**src/rtl/parking_pkg.sv**
```systemverilog
// parking_pkg: shared display-mode type, blink default and LED pattern encoder
package parking_pkg;
  typedef enum logic {DISP_ONEHOT = 1'b0, DISP_BAR = 1'b1} disp_mode_t;
  localparam int DEFAULT_BLINK_DIV = 25_000_000;
  localparam int LED_MAX = 64;
  // Active-low pattern over the widest supported strip; callers truncate to their width
  function automatic logic [LED_MAX-1:0] led_encode(input int cnt, input disp_mode_t m);
    logic [LED_MAX-1:0] r;
    for (int i = 0; i < LED_MAX; i++) r[i] = (m == DISP_BAR) ? (i > cnt) : (i != cnt);
    return r;
  endfunction
endpackage

```
**src/rtl/blink_tick_gen.sv**
```systemverilog
// blink_tick_gen: square-wave phase for the full-lot blink, parked lit while disabled
module blink_tick_gen
  import parking_pkg::*;
#(
  parameter int BLINK_DIV = DEFAULT_BLINK_DIV
) (
  input  logic clk,
  input  logic rst,
  input  logic en,
  output logic phase
);
  localparam int W = $clog2(BLINK_DIV);
  logic [W-1:0] cnt;
  always_ff @(posedge clk or posedge rst)
    if (rst) begin
      cnt   <= '0;
      phase <= 1'b1;
    end else if (!en) begin
      cnt   <= '0;
      phase <= 1'b1;
    end else if (cnt == W'(BLINK_DIV - 1)) begin
      cnt   <= '0;
      phase <= ~phase;
    end else begin
      cnt <= cnt + W'(1);
    end
endmodule

```
**src/rtl/parking_occupancy_display.sv**
```systemverilog
// parking_occupancy_display: sensor-edge occupancy counter driving an active-low LED strip
module parking_occupancy_display
  import parking_pkg::*;
#(
  parameter int NUM_SLOTS = 7,
  parameter int CNT_W     = $clog2(NUM_SLOTS + 1),
  parameter int BLINK_DIV = DEFAULT_BLINK_DIV
) (
  input  logic               clk,
  input  logic               rst,
  input  logic               car_in,
  input  logic               car_out,
  input  logic               mode,
  output logic [CNT_W-1:0]   count,
  output logic               full,
  output logic               gate_open,
  output logic               reject,
  output logic               underflow,
  output logic [NUM_SLOTS:0] led
);
  localparam int LED_W = NUM_SLOTS + 1;
  localparam logic [CNT_W-1:0] MAX = CNT_W'(NUM_SLOTS);
  logic in_q, out_q, armed, phase, in_ev, out_ev, go, rej, uf;
  logic [CNT_W-1:0] cnt_nxt;
  logic [LED_W-1:0] led_nxt;
  // armed masks the first cycle after reset so a sensor held high is not an edge
  assign in_ev  = armed & car_in & ~in_q;
  assign out_ev = armed & car_out & ~out_q;
  always_comb begin
    go      = in_ev & (out_ev | (count != MAX));
    rej     = in_ev & ~out_ev & (count == MAX);
    uf      = out_ev & ~in_ev & (count == '0);
    cnt_nxt = (in_ev & ~out_ev & ~rej) ? count + CNT_W'(1) :
              (out_ev & ~in_ev & ~uf)  ? count - CNT_W'(1) : count;
    led_nxt = LED_W'(led_encode(int'(count), disp_mode_t'(mode)));
    led_nxt[NUM_SLOTS] = full ? ~phase : led_nxt[NUM_SLOTS];
  end
  always_ff @(posedge clk or posedge rst)
    if (rst) begin
      in_q      <= 1'b0;
      out_q     <= 1'b0;
      armed     <= 1'b0;
      count     <= '0;
      full      <= 1'b0;
      gate_open <= 1'b0;
      reject    <= 1'b0;
      underflow <= 1'b0;
      led       <= {{NUM_SLOTS{1'b1}}, 1'b0};
    end else begin
      in_q      <= car_in;
      out_q     <= car_out;
      armed     <= 1'b1;
      count     <= cnt_nxt;
      full      <= (cnt_nxt == MAX);
      gate_open <= go;
      reject    <= rej;
      underflow <= uf;
      led       <= led_nxt;
    end
  blink_tick_gen #(.BLINK_DIV(BLINK_DIV)) u_blink (
    .clk  (clk),
    .rst  (rst),
    .en   (full),
    .phase(phase)
  );
endmodule

```
**config.mk**
```make
export PLATFORM = sky130hd
export DESIGN_NAME = parking_occupancy_display
export DESIGN_NICKNAME = d
export VERILOG_FILES = /design/src/rtl/parking_pkg.sv /design/src/rtl/blink_tick_gen.sv /design/src/rtl/parking_occupancy_display.sv
export SDC_FILE = /design/constraint.sdc
export NUM_CORES = 1
export LEC_CHECK = 0
export CAP_MARGIN = 20
export CELL_PAD_IN_SITES_DETAIL_PLACEMENT = 0
export CELL_PAD_IN_SITES_GLOBAL_PLACEMENT = 1
export CORE_ASPECT_RATIO = 0.6
export CORE_MARGIN = 4
export CORE_UTILIZATION = 30
export CTS_BUF_LIST = sky130_fd_sc_hd__clkbuf_16
export CTS_CLUSTER_SIZE = 24
export DETAILED_ROUTE_END_ITERATION = 12
export DONT_BUFFER_PORTS = 1
export PLACE_DENSITY = 0.61
export SLEW_MARGIN = 20
export SYNTH_ARGS = -nofsm -noshare
export SYNTH_HDL_FRONTEND = slang
export SYNTH_SLANG_ARGS = --single-unit
```
**constraint.sdc**
```tcl
create_clock -name clk -period 3.7 [get_ports clk]
set_clock_uncertainty 0.15 [all_clocks]
set_input_delay 0.74 -clock clk [delete_from_list [all_inputs] [get_ports clk]]
set_output_delay 0.74 -clock clk [all_outputs]
set_load 0.1 [all_outputs]
```
==> results.toml, run 1 <==
[floorplan]
io_pins = 20
die_h_um = 73.5
core_area_sq_mm = 0.00682
initial_utilization_pct = 31.5
die_area_sq_mm = 0.00861
die_width_um = 117
rows = 23

[power]
leakagePower_nw = 0.940
p_per_area_mw_per_mm2 = 726
ir_drop_v = 0.000287
p_total_mw = 1.77

[synthesis]
synth-edff-count = 0
ys_types = 36
syn-num-nets = 220
synth_async_sr_flop_share_pct = 100
syn_avg_cell_area_sq_um = 10.4
synthCells = 207
netlist_area_sq_mm = 0.00215
dominantRegCellSynth = "dfrtp_1"
ys_ff_latch = 44
yosysWarningCount = 0
yosysSeqAreaShare_pct = 51.8

[critical_path]
crit_cells = 6
critPathBufInv = 1
path_cells = "buf_4 -> ha_1 -> ha_1 -> or3_1 -> and4_1 -> o31a_1"
worstPathMaxFanout = 8
path_delay_family = "simple AND/OR/NAND/NOR gates"
worstPathArrival_ps = 2350
reg2reg_from = "count[0]$_DFF_PP0_"
r2r_slack_ps = 1370
reg2reg_depth = 6
max_stage_delay_ps = 480
required_ps = 3720
startpoint = "count[0]$_DFF_PP0_"
start_kind = "flip-flop"
crit_top_cell = "ha_1"
worst_setup_path_end_kind = "flip-flop"
crit_type = "reg -> reg"
slowest_stage = "or3_1"

[timing]
rsz0062_at_grt = "no"
final-hold-violation-count = 0
relSlewSlack_pct = 32.5
setup-violations-final = 0
fin_ws_ps = 1370
tns_ps = 0
hold_ws_ps = 112
min_period_over_period_pct = 62.9
worst_pin_slew_ps = 1010
finalCriticalPeriod_ps = 2330
fmax_ghz = 0.430
slew_viol_final = 0

[detailed_routing]
vias = 1554
drc = 0
routed_wl_mm = 4.56
drt-initial-drc-count = 97
vias_per_cell = 5.13
wl_per_cell_um = 15.1
detail-route-antenna-nets = 0
drtPass1Iterations = 4

[clocking]
path_clk_slew_ps = 70
cts.sinks = 44
numCtsBuffers = 5
cts_root_buf = "clkbuf_16"
cts_resized = 0
post_cts_buffers = 0
clock_latency_ps = 290
ctsHoldBuffers = 0
cts_tree = "yes"
htree_num_levels = 2
clockBufferDepth = 2

[job]
maxCapViolations = 0

[layout]
n_antenna_cell = 0
drive_gt1_share_pct = 13.0
final_nets = 228
syn_to_final_growth_pct = 13.4
nFillCells = 692
design_area_sq_mm = 0.00243
layout_common_cells = "dfrtp_1 (36), nor2_1 (19), a21oi_1 (15)"
stdcell_count = 303
final_common_cell = "dfrtp_1"
fin_util_pct = 35.7

[placement]
pre_cts_ws_ps = 1390
place_area_sq_mm = 0.00228
portBuffers = 0
place_hpwl_mm = 3.17
dp_cells = 294
gp_congestion = 0.780

[grt]
grt_first_pass_wirelength_mm = 7.66
first_global_vias = 1492
overflow = 0
antenna_found_initial = 0
grt_util_all_layers_pct = 11.8
grt_max_degree = 45

[min_path]
min_path_type = "in -> async"

[run_status]
status = "completed"
## kinds of logic (layout without fill, tap and decap cells)
family                     count (synthesis)  after routing  share of synthesized area (%)
buffers and inverters                     15             24                           2.68
and+or+nand+nor                           86             86                           23.4
xor gates and xnor gates                  15             15                           6.12
AOI/OAI and AO/OA                         35             35                           9.68
muxes                                      3              3                           1.46
other                                      1              1                          0.175
adders and majority gates                  8              8                           4.66
DFF                                       44             44                           51.8
## layout make-up
class | count | area [sq um] | share of cell area, %
clock buffer | 5 | 125 | 5.14
clock inverter | 3 | 11.3 | 0.463
inverter | 10 | 37.5 | 1.54
multi-input combinational | 148 | 982 | 40.4
sequential | 44 | 1110 | 45.7
tap | 87 | 109 | 4.47
timing repair buffer | 6 | 57.6 | 2.37
## final timing paths
check / end
setup / recovery: full$_DFF_PP0_
hold reg to reg: u_blink.cnt[0]$_DFF_PP0_
min in group clk: in_q$_DFF_PP0_
setup reg to reg: full$_DFF_PP0_
hold / removal: u_blink.cnt[22]$_DFF_PP0_
max in group asynchronous: u_blink.phase$_DFFE_PP1P_
## where the power goes
group	switching [mW]	internal [mW]	total [mW]	leakage, nW
clock	0.180	0.243	0.423	0.0701
sequential	0.320	0.572	0.892	0.568
combinational	0.325	0.126	0.451	0.301
total	0.825	0.941	1.77	0.940
## flip-flops by register name, summed over array words and instances (netlist names)
| register | count |
|---|---|
| armed | 1 |
| reject | 1 |
| u_blink.phase | 1 |
| full | 1 |
| u_blink.cnt | 25 |
| underflow | 1 |
| out_q | 1 |
| count | 3 |
| in_q | 1 |
| led | 8 |
| gate_open | 1 |
## synthesized netlist by cell type (2+ instances only)
master	instances	area, sq um
dfrtp_1	36	901
nor2_1	19	71.3
a21oi_1	15	75.1
inv_1	10	37.5
nand2_1	10	37.5
xnor2_1	10	87.6
nand3_1	9	45.0
dfstp_2	8	210
ha_1	8	100
nand4_1	8	50.1
o31ai_1	8	60.1
or4_1	8	60.1
o21ai_0	7	35.0
nor3_1	5	25.0
nor4_1	5	31.3
xor2_1	5	43.8
clkbuf_1	4	15.0
a31oi_1	3	18.8
and4_1	3	26.3
nor4b_1	3	26.3
or3_1	3	18.8
mux2i_1	2	20.0
nand2b_1	2	12.5
nand3b_1	2	15.0
nor3b_1	2	15.0
or3_2	2	15.0
## layer usage
metal  track usage [%]  up-vias  part of all wire (%)
met5                 0        -                     0
met4              3.44        0                   1.2
met3              4.28        7                   5.5
met2              15.1       28                    37
met1              18.1      745                    57
li1                  -      774                     -
Power figures use the tool's default switching activity.
==> run 2, diff against run 1 <==
- clock period: 3.7 -> 2.3 ns (I/O delays scaled with it)
==> run 2 against run 1 <==
Against the previous run:
- setup slack worse by 1200 ps
- via count grew 3.1%
- register-to-register slack got worse by 1200 ps
- die area stayed put
- critical path depth shrank 2
- cell count rose by 4.3%
- sequential power up 55%
- first-iteration DRC count increased by 26%
- clock-buffer cell count is the same
- flip-flop and latch count is the same
- design area up 5.6%
- total power is 70% higher
- largest cell class unchanged
==> results.toml, run 2 (synthesis gave the netlist of run 1 again) <==
[run_status]
status = "completed"

[timing]
rsz0062_at_grt = "no"
tns_ps = 0
fmax_ghz = 0.461
relSlewSlack_pct = 64.6
finalCriticalPeriod_ps = 2170
min_period_over_period_pct = 94.2
worst_pin_slew_ps = 530
final-hold-violation-count = 0
setup-violations-final = 0
slew_viol_final = 0

[detailed_routing]
vias = 1602
drtPass1Iterations = 4
vias_per_cell = 5.07
wl_per_cell_um = 14.9
routed_wl_mm = 4.71
drt-initial-drc-count = 122
drc = 0
detail-route-antenna-nets = 0

[clocking]
clockBufferDepth = 2
path_clk_slew_ps = 60
post_cts_buffers = 0
clock_latency_ps = 280
cts_tree = "yes"
cts.sinks = 44
htree_num_levels = 2
numCtsBuffers = 5
cts_root_buf = "clkbuf_16"

[layout]
design_area_sq_mm = 0.00257
largest_reg_flops = 25
syn_to_final_growth_pct = 19.8
drive_gt1_share_pct = 20.1
top_register = "u_blink.cnt"
largestRegisters = "u_blink.cnt x25, led x8, count x3"
n_antenna_cell = 0
layout_common_cells = "dfrtp_1 (33), nor2_1 (19), buf_4 (17)"
final_common_cell = "dfrtp_1"
final_nets = 241

[grt]
antenna_found_initial = 0
grt_first_pass_wirelength_mm = 7.93
first_global_vias = 1467
grt_util_all_layers_pct = 12.0
grt_max_degree = 26
overflow = 0

[power]
leakagePower_nw = 1.02
p_int_mw = 1.67
p_sw_share_pct = 44.5
pwr-share-clk_pct = 26.3
ir_drop_v = 0.000381
p_per_area_mw_per_mm2 = 1170
pwr-share-seq_pct = 45.7
combPwrFrac_pct = 28.0
p_switching_mw = 1.34

[placement]
gp_congestion = 0.779
place_hpwl_mm = 3.50
portBuffers = 0
place_area_sq_mm = 0.00239

[floorplan]
die_width_um = 117
core_area_sq_mm = 0.00682
rows = 23
io_pins = 20
initial_utilization_pct = 31.5
die_area_sq_mm = 0.00861
die_h_um = 73.5

[critical_path]
worstPathMaxFanout = 10
start_kind = "flip-flop"
r2r_slack_ps = 130
worst_setup_path_end_kind = "flip-flop"
worstPathArrival_ps = 2220
startpoint = "u_blink.cnt[2]$_DFF_PP0_"
required_ps = 2360
crit_type = "reg -> reg"
reg2reg_from = "u_blink.cnt[2]$_DFF_PP0_"

[min_path]
holdCritStartpoint = "car_out"
min_path_type = "in -> reg"

[job]
maxCapViolations = 0
==> run 2: cell type report <==
class,instances,area [sq um]
clock inverters,3,38.8
repair buffers,19,158
clock buffers,5,125
multi-input cells,148,987
well taps,87,109
inverters,10,37.5
flip-flops and latches,44,1110
fillers,662,4250
==> run 2: worst paths after layout <==
check	depth (start not counted)	to
max in group asynchronous	3	led[5]$_DFF_PP1_
hold reg to reg	1	u_blink.cnt[0]$_DFF_PP0_
setup / recovery	4	u_blink.cnt[23]$_DFF_PP0_
hold / removal	0	out_q$_DFF_PP0_
min in group asynchronous	2	led[0]$_DFF_PP0_
setup reg to reg	4	u_blink.cnt[23]$_DFF_PP0_
==> run 2: power by group through the flow <==
| stage | registers [mW] | logic [mW] | clock network, mW |
|---|---|---|---|
| 2_1_floorplan | 1.67 | 0.317 | 0 |
| 3_3_place_gp | 1.39 | 0.844 | 0 |
| 3_5_place_dp | 1.39 | 0.840 | 0 |
| 4_1_cts | 1.38 | 0.845 | 0.815 |
| 5_1_grt | 1.39 | 0.902 | 0.839 |
| 6_report | 1.38 | 0.844 | 0.791 |
==> run 2: what timing repair did <==
action	4_1_cts	5_1_grt
endpoints found under the hold margin	17	0
setup endpoints to repair	0	2
hold buffers	1	0
gates resized for setup	0	1
==> run 2: critical path, stage by stage, from the launching register on <==
cell,delay [ps]
dfrtp_1,460
nand3_2,110
or4_1,700
or4_1,520
a21oi_1,150
==> run 2: routing by layer <==
metal	track usage, %	up-vias	routed length (um)
met3	3.62	2	209
met5	0	-	0
li1	-	799	-
met1	20.3	770	2750
met4	2.29	0	14
met2	14.3	31	1740
==> run 2: per-stage QoR <==
stage,hold WS [ps],setup slack [ps],std cells,total power [mW],util [%]
final,52.4,133,316,3.01,37.7
after CTS,44.8,123,316,3.04,37.6
after global placement,280,190,307,2.23,35.1
after detailed placement,278,138,307,2.23,35.1
after floorplan,305,15.5,207,1.98,-
after global routing,42.1,9.47,316,3.13,37.7
